**src/rtl/mux_rr_nx1_pkg.sv**
```systemverilog
// Shared constants for the mux_rr_nx1 family: mode encodings, default sizes
// and the round-robin pointer advance rule.
package mux_rr_nx1_pkg;

   localparam logic MODE_SEL  = 1'b0;
   localparam logic MODE_RR   = 1'b1;

   localparam int   DEF_N_CH  = 4;
   localparam int   DEF_WIDTH = 8;

   // Pointer moves to the slot just past the granted channel, wrapping at n.
   function automatic int next_ptr(input int g, input int n);
      return (g == n - 1) ? 0 : g + 1;
   endfunction

endpackage

```
**src/rtl/rr_arbiter_n.sv**
```systemverilog
// Pure combinational rotate-priority arbiter: grants the first requester found
// when scanning from ptr upward with wrap-around.
module rr_arbiter_n #(
   parameter  int N_CH  = 4,
   localparam int SEL_W = $clog2(N_CH)
) (
   input  logic [N_CH-1:0]  req,
   input  logic [SEL_W-1:0] ptr,
   output logic [N_CH-1:0]  gnt,
   output logic [SEL_W-1:0] gnt_idx
);

   int   j;
   logic found;

   // NOTE: every output and temporary gets a default first, so no path leaves a value unassigned and no latch is inferred.
   always_comb begin
      gnt     = '0;
      gnt_idx = '0;
      found   = 1'b0;
      j       = 0;
      for (int k = 0; k < N_CH; k++) begin
         j = int'(ptr) + k;
         if (j >= N_CH) j = j - N_CH;
         if (!found && req[j]) begin
            gnt[j]  = 1'b1;
            gnt_idx = SEL_W'(j);
            found   = 1'b1;
         end
      end
   end

endmodule

```
**src/rtl/mux_rr_nx1.sv**
```systemverilog
// N-channel valid/ready multiplexer with explicit-select or round-robin modes
// and a registered output. Define MUX_RR_LOCK_EN for packet-locked arbitration.
module mux_rr_nx1
   import mux_rr_nx1_pkg::*;
#(
   parameter  int N_CH  = DEF_N_CH,
   parameter  int WIDTH = DEF_WIDTH,
   localparam int SEL_W = $clog2(N_CH)
) (
   input  logic                  clk,
   input  logic                  rst_n,
   input  logic                  mode,
   input  logic [SEL_W-1:0]      sel,
   input  logic [N_CH*WIDTH-1:0] in_data,
   input  logic [N_CH-1:0]       in_valid,
   output logic [N_CH-1:0]       in_ready,
`ifdef MUX_RR_LOCK_EN
   input  logic [N_CH-1:0]       in_last,
   output logic                  out_last,
`endif
   output logic [WIDTH-1:0]      out_data,
   output logic [SEL_W-1:0]      out_ch,
   output logic                  out_valid,
   input  logic                  out_ready
);

   logic [SEL_W-1:0] ptr;
   logic [N_CH-1:0]  arb_req;
   logic [N_CH-1:0]  rr_gnt;
   logic [SEL_W-1:0] rr_idx;
   logic [N_CH-1:0]  gnt;
   logic [SEL_W-1:0] g;
   logic [WIDTH-1:0] sel_data;
   logic             load;
   logic             xfer;

`ifdef MUX_RR_LOCK_EN
   logic             locked;
   logic [SEL_W-1:0] lock_ch;

   // While a packet is open only its channel may compete.
   always_comb begin
      for (int i = 0; i < N_CH; i++)
         arb_req[i] = in_valid[i] & (!locked || int'(lock_ch) == i);
   end
`else
   assign arb_req = in_valid;
`endif

   rr_arbiter_n #(.N_CH(N_CH)) u_arb (
      .req     (arb_req),
      .ptr     (ptr),
      .gnt     (rr_gnt),
      .gnt_idx (rr_idx)
   );

   assign load = !out_valid || out_ready;

   // Compare sel against each index instead of indexing, so out-of-range sel grants nothing.
   always_comb begin
      gnt = '0;
      g   = sel;
      if (mode == MODE_RR) begin
         gnt = rr_gnt;
         g   = rr_idx;
      end else begin
         for (int i = 0; i < N_CH; i++)
            gnt[i] = (int'(sel) == i) & in_valid[i];
      end
   end

   assign xfer     = load && (|gnt);
   assign in_ready = gnt & {N_CH{load & rst_n}};

   // AND-OR select on the one-hot grant; in_data is never indexed by sel.
   always_comb begin
      sel_data = '0;
      for (int i = 0; i < N_CH; i++)
         sel_data = sel_data | (in_data[i*WIDTH +: WIDTH] & {WIDTH{gnt[i]}});
   end

   // NOTE: state registers use non-blocking assignments so every flop samples pre-edge values.
   always_ff @(posedge clk or negedge rst_n) begin
      if (!rst_n) begin
         out_valid <= 1'b0;
         out_data  <= '0;
         out_ch    <= '0;
         ptr       <= '0;
      end else begin
         if (xfer) begin
            out_data  <= sel_data;
            out_ch    <= g;
            out_valid <= 1'b1;
         end else if (load) begin
            out_valid <= 1'b0;
         end
         if (xfer && mode == MODE_RR)
            ptr <= SEL_W'(next_ptr(int'(g), N_CH));
      end
   end

`ifdef MUX_RR_LOCK_EN
   always_ff @(posedge clk or negedge rst_n) begin
      if (!rst_n) begin
         locked   <= 1'b0;
         lock_ch  <= '0;
         out_last <= 1'b0;
      end else begin
         if (xfer)
            out_last <= |(gnt & in_last);
         if (mode == MODE_SEL) begin
            locked <= 1'b0;
         end else if (xfer) begin
            locked  <= !(|(gnt & in_last));
            lock_ch <= g;
         end
      end
   end
`endif

endmodule

```
**config.mk**
```make
export PLATFORM = sky130hd
export DESIGN_NAME = mux_rr_nx1
export DESIGN_NICKNAME = d
export VERILOG_FILES = /design/src/rtl/mux_rr_nx1_pkg.sv /design/src/rtl/rr_arbiter_n.sv /design/src/rtl/mux_rr_nx1.sv
export SDC_FILE = /design/constraint.sdc
export NUM_CORES = 1
export LEC_CHECK = 0
export ABC_CLOCK_PERIOD_IN_PS = 4090
export CORE_MARGIN = 5
export CORE_UTILIZATION = 44
export DETAILED_ROUTE_END_ITERATION = 10
export PLACE_DENSITY = 0.81
export SLEW_MARGIN = 20
export SYNTH_ARGS = -nofsm -noshare
export SYNTH_HDL_FRONTEND = slang
export SYNTH_HIERARCHICAL = 1
export SYNTH_SLANG_ARGS = --single-unit
```
**constraint.sdc**
```tcl
create_clock -name clk -period 4.09 [get_ports clk]
set_input_delay 0.409 -clock clk [delete_from_list [all_inputs] [get_ports clk]]
set_output_delay 0.409 -clock clk [all_outputs]
set_load 0.03 [all_outputs]
```
==> run summary, run 1 <==
die area: 4594 µm²
Sink Count: 13
most instantiated library cell after synthesis: o21ai_0
Critical path buffers and inverters: 2
Slew headroom: 0.6862
Avg Cell Area, Syn: 8.796 µm²
PD cells: 633.3 nW/µm²
#FFs+latches synth: 13
Worst Path Max Fanout: 11
CTS resizes: 0
Post-synth EDFFs: 0
type of the worst setup path: input pin to output pin
I/O Buffers: 56
synth unique cells: 39
most frequent CP cell: clkdlybuf4s50_1
top cells by count, synth: o21ai_0 (32), mux2_2 (14), dfrtp_1 (13), nand2_1 (13), inv_1 (12)
initial core utilization: 0.4472
Setup Fix Bufs, Post-CTS: 0
top cells by area, synth: dfrtp_1 (22%), o21ai_0 (11%), mux2_2 (11%)
Leak: 0.0008408 µW
Final Hold Viols: 0
total core area: 3284 µm²
crit path capture type: output pin
DR WL/cell: 15.80 µm
worst skew pair latency: 0.27 ns
Yosys Warn Count: 6
antenna violations before repair: 0
Synth area leader: dfrtp_1
Peak Freq: 0.2676 GHz
H-tree levels: 1
Clock Pin Slew Worst Setup and Hold Paths: 0.08 ns
drt total wl: 4170 µm
max cap viols: 0
CP arrival: 3.33 ns
syn nets: 218
Hold-fix buffers, CTS: 0
DR iter-0 viols: 150
measured slew at the worst slew-check pin: 0.4688 ns
Die Y: 67.78 µm
final critical-path share of the clock period: 0.9135
Crit path required time: 3.68 ns
# IOs: 57
drt drc: 0
Area growth syn-to-layout: 41.23%
Worst setup SP type: input pin
grt ovf: 0
pin count of the biggest net entering global routing: 20
cell family with most CP delay: buffers and inverters
slowest CP cell: clkdlybuf4s50_1
TritonCTS clock tree: done
Root Driver: clkbuf_4
Synth Instances: 167
RSZ-0062 raised after global routing: false
dominant synthesized flop cell: dfrtp_1
synthesized area: 1469 µm²
antenna-violating nets left: 0
Num CTS Buffers: 3
Vias: 1459
status: finished clean
Filler Cells Inserted: 290
std cell rows: 21
CP Cell Sequence: clkdlybuf4s50_1 > mux4_2 > or2_4 > nor2b_4 > a221o_2 > and2_2 > nor2_2 > nor2_1 > clkdlybuf4s50_1
DR vias/cell: 5.527
Nets: 270
setup tns final: 0 ns
Synth top area share: 0.2215
GR Util All Layers: 0.1861
DR pass1 iterations: 4
placed cell area: 2048 µm²
fin. max-slew vios: 0
ANT cells: 0
vias in the first global route: 1345
crit path time final: 3.736 ns
worst-case clock skew: 0.004542 ns
Final Setup Violations: 0
hpwl dp: 3303 µm
Post-synth ARST share: 1.000
Finished Cell Area: 2074 µm²
sequential area share after synthesis: 0.2215
Max stage delay on crit path: 0.69 ns
Final GP Congestion: 0.8755
ratio of cells with drive above 1 in the final layout: 0.1972
Die X: 67.78 µm
worst hold-check path type: input pin to asynchronous set/reset pin
Clock Path Buffers: 2
global-route wire length before repair: 6513 µm
worst vdd ir: 0.4294 mV
[kinds of logic (layout without fill, tap and decap cells)]
group           after synthesis  after routing  share of synthesized area
compound gates               56             56                     0.2615
flops                        13             13                     0.2215
simple gates                 44             44                     0.1908
fa+ha+maj                     9              9                    0.07666
mux                          19             19                     0.1669
buf+inv                      26             77                    0.08262
[layout by cell type, fill, tap and decap left out, types with 4 or more instances in the layout]
cell,synthesis,layout
a221o_2,4,4
buf_4,0,5
clkdlybuf4s50_1,0,56
dfrtp_1,13,13
ha_1,9,9
inv_1,12,12
mux2_2,14,14
nand2_1,13,13
nor2_1,8,8
o2111ai_1,8,8
o21ai_0,32,32
[state kept, by name, indices dropped and copies added, names as in the netlist]
name and flops:
out_ch 2, out_valid 1, ptr 2, out_data 8
[power breakdown]
part	total, µW	internal, µW	switching (µW)
Sequential	219	191	28.0
Combinational	1020	476	541
Clock	77.9	37.8	40.0
[layer usage]
metal	GRT usage	part of all wire
met1	0.2805	0.45
met2	0.2746	0.49
met3	0.02496	0.049
met4	0.05211	0.010
met5	0	0
[worst reg2reg max path, cell delays in order, from the launching register on]
cell     delay (ns)
dfrtp_1        0.35
inv_1          0.11
ha_1           0.44
mux4_2         0.40
or2_4          0.29
nor2b_4        0.15
a221o_2        0.15
and2_2         0.23
nor2_2         0.09
a41oi_4        0.43
mux2_2         0.40
[stage by stage]
| step | util | hold slack, ns | total power, µW | std cells | setup slack, ns |
|---|---|---|---|---|---|
| final | 0.6316 | 0.4442 | 1314 | 264 | 0.3537 |
| after floorplan | - | 0.1134 | 944.9 | 167 | 0.6885 |
| after global routing | 0.6316 | 0.4476 | 1423 | 264 | 0.1856 |
| after global placement | 0.6236 | 0.4882 | 1214 | 260 | 0.4210 |
| after detailed placement | 0.6236 | 0.4951 | 1236 | 260 | 0.3978 |
| after CTS | 0.6316 | 0.4390 | 1323 | 264 | 0.3622 |
[path summary, 6_finish.rpt]
kind	from	to	slack, ns	depth (start not counted)
max reg2reg	ptr[0]$_DFFE_PN0P_	out_data[6]$_DFFE_PN0P_	0.94	10
min in group clk	out_data[1]$_DFFE_PN0P_	out_data[1]$_DFFE_PN0P_	0.51	1
max	in_valid[0]	in_ready[2]	0.35	9
min	rst_n	out_data[6]$_DFFE_PN0P_	0.44	2
min reg2reg	out_data[1]$_DFFE_PN0P_	out_data[1]$_DFFE_PN0P_	0.51	1
max in group asynchronous	rst_n	out_data[3]$_DFFE_PN0P_	3.48	2
[cell type report]
type	instances	area (µm²)	share of cell area
Multi-Input combinational cell	128	1022	0.4928
Tap cell	46	57.56	0.02774
Sequential cell	13	325.3	0.1568
Inverter	12	45.04	0.02171
Timing Repair Buffer	61	598.1	0.2883
Clock buffer	4	26.28	0.01267
(Power assumes the default switching activity.)
==> inputs of run 2 (changes only) <==
--- a/config.mk
+++ b/config.mk
@@ -7,11 +7,10 @@
 export LEC_CHECK = 0
 export ABC_CLOCK_PERIOD_IN_PS = 4090
 export CORE_MARGIN = 5
-export CORE_UTILIZATION = 44
+export CORE_UTILIZATION = 40
 export DETAILED_ROUTE_END_ITERATION = 10
-export PLACE_DENSITY = 0.81
+export PLACE_DENSITY = 0.76
 export SLEW_MARGIN = 20
 export SYNTH_ARGS = -nofsm -noshare
 export SYNTH_HDL_FRONTEND = slang
-export SYNTH_HIERARCHICAL = 1
 export SYNTH_SLANG_ARGS = --single-unit
==> run 2 against run 1 <==
Synthesized cell count fell by 4.2%; global-route usage rose by 1.9 points; combinational power barely moved; via count rose by 4.9%; non-clock buffer count rose by 5; core utilization fell by 0.14 points; clock power rose by 10%; count of clock-buffer cells in the layout did not move; critical path type unchanged; largest power group unchanged.
==> run summary, run 2 <==
ANT cells: 0
std cell rows: 20
fin. max-slew vios: 0
multi-input logic area: 894.6 µm²
Sink Count: 13
slowest CP cell: clkdlybuf4s50_1
crit path time final: 3.610 ns
most frequent CP cell: clkdlybuf4s50_1
Peak Freq: 0.2770 GHz
Root Driver: clkbuf_4
sequential area share after synthesis: 0.2457
CTS resizes: 0
top cells by area, synth: dfrtp_1 (25%), nand2_1 (7.1%), a221oi_1 (6.6%)
antenna-violating nets left: 0
Post-synth EDFFs: 0
#FFs+latches synth: 13
sequential cell area: 325.3 µm²
measured slew at the worst slew-check pin: 0.4849 ns
DR iter-0 viols: 74
top cells by count, synth: nand2_1 (25), dfrtp_1 (13), o21ai_1 (11)
Critical path buffers and inverters: 2
Worst setup SP type: input pin
I/O Buffers: 56
grt ovf: 0
crit path capture type: output pin
ratio of cells with drive above 1 in the final layout: 0.09767
H-tree levels: 1
Hold-fix buffers, CTS: 0
Final Hold Viols: 0
Top reg by flops: out_data
DR WL/cell: 17.73 µm
Setup Fix Bufs, Post-CTS: 0
Max stage delay on crit path: 0.69 ns
total core area: 3103 µm²
Slew headroom: 0.6726
most instantiated library cell after synthesis: nand2_1
Die Y: 67.53 µm
PD cells: 693.1 nW/µm²
Vias: 1531
syn nets: 206
most frequent cells in the layout: clkdlybuf4s50_1 (56), nand2_1 (25), dfrtp_1 (13), o21ai_1 (11)
pin count of the biggest net entering global routing: 20
initial core utilization: 0.4266
Final GP Congestion: 0.9010
die area: 4560 µm²
synth unique cells: 47
max cap viols: 0
RSZ-0062 raised after global routing: false
Die X: 67.53 µm
cell family with most CP delay: buffers and inverters
Crit path required time: 3.68 ns
final critical-path share of the clock period: 0.8826
synthesized area: 1324 µm²
Synth top area share: 0.2457
antenna violations before repair: 0
Post-synth ARST share: 1.000
Synth Instances: 160
Largest regs: out_data: 8 flops, out_ch: 2 flops, ptr: 2 flops
TritonCTS clock tree: done
worst skew pair latency: 0.29 ns
drt drc: 0
total power: 1355 µW
Worst Path Max Fanout: 14
global-route wire length before repair: 7107 µm
Leak: 0.0007541 µW
vias in the first global route: 1415
Area growth syn-to-layout: 47.73%
GR Util All Layers: 0.2055
Yosys Warn Count: 0
status: finished clean
Clock Path Buffers: 2
Final Setup Violations: 0
worst vdd ir: 0.4088 mV
Nets: 262
worst hold-check path type: input pin to asynchronous set/reset pin
CP Cell Sequence: clkdlybuf4s50_1 > mux2_2 > or3_1 > a211oi_2 > a221o_1 > nor2b_1 > clkdlybuf4s50_1
hpwl dp: 3692 µm
type of the worst setup path: input pin to output pin
DR vias/cell: 5.911
DR pass1 iterations: 4
Synth area leader: dfrtp_1
setup tns final: 0 ns
commonest non-fill, non-tap cell in the layout: clkdlybuf4s50_1
worst-case clock skew: 0.001269 ns
Filler Cells Inserted: 293
Clock Pin Slew Worst Setup and Hold Paths: 0.09 ns
Num CTS Buffers: 3
dominant synthesized flop cell: dfrtp_1
CP arrival: 3.20 ns
Avg Cell Area, Syn: 8.274 µm²
Largest register FFs: 8
drt total wl: 4593 µm
# IOs: 57
run 2: logic make-up after synthesis:
group / after synthesis / synth area share
DFF: 13 / 0.2457
muxes: 6 / 0.06994
and+or+nand+nor: 51 / 0.1853
buffers and inverters: 20 / 0.07844
AOI/OAI and AO/OA: 65 / 0.3762
xor gates and xnor gates: 1 / 0.006617
adders and majority gates: 4 / 0.03781
run 2: metal layers:
metal  vias up  GRT usage  routed length, µm  part of all wire
li1        725          -                  -                 -
met3         4    0.01997                322             0.070
met2        62     0.3670               2416              0.53
met5         -          0                  0                 0
met4         0    0.05063                 46             0.010
met1       740     0.2627               1807              0.39
run 2: layout make-up:
type,count,area share
Multi-Input combinational cell,127,0.4575
Timing Repair Buffer,66,0.3250
Sequential cell,13,0.1663
Tap cell,44,0.02815
Clock buffer,4,0.01344
Inverter,5,0.009597
run 2: where the power goes:
group	internal [µW]	switching, µW	leakage, µW	total, µW
Combinational	451	603	0.000577	1050
Clock	38.0	47.7	0.0000150	85.7
Sequential	187	28.5	0.000162	216
Total	677	679	0.000754	1360
run 2: metrics by stage:
stage	utilization	area [µm²]	instances	hold slack (ns)	setup slack, ns
5_1_grt	0.6302	1956	259	0.4403	0.2755
4_1_cts	0.6302	1956	259	0.4174	0.5082
6_report	0.6302	1956	259	0.4237	0.4801
2_1_floorplan	-	1324	160	0.1134	0.6719
3_5_place_dp	0.6218	1929	255	0.4776	0.5200
3_3_place_gp	0.6218	1929	255	0.4696	0.6251
run 2: final timing paths:
kind | from | end | slack, ns | cells past startpoint
hold reg to reg | out_data[2]$_DFFE_PN0P_ | out_data[2]$_DFFE_PN0P_ | 0.50 | 2
setup / recovery | in_valid[2] | in_ready[2] | 0.48 | 7
min in group clk | out_data[2]$_DFFE_PN0P_ | out_data[2]$_DFFE_PN0P_ | 0.50 | 2
max in group asynchronous | rst_n | out_data[2]$_DFFE_PN0P_ | 3.49 | 2
hold / removal | rst_n | out_data[3]$_DFFE_PN0P_ | 0.42 | 2
setup reg to reg | ptr[1]$_DFFE_PN0P_ | out_data[5]$_DFFE_PN0P_ | 0.91 | 11
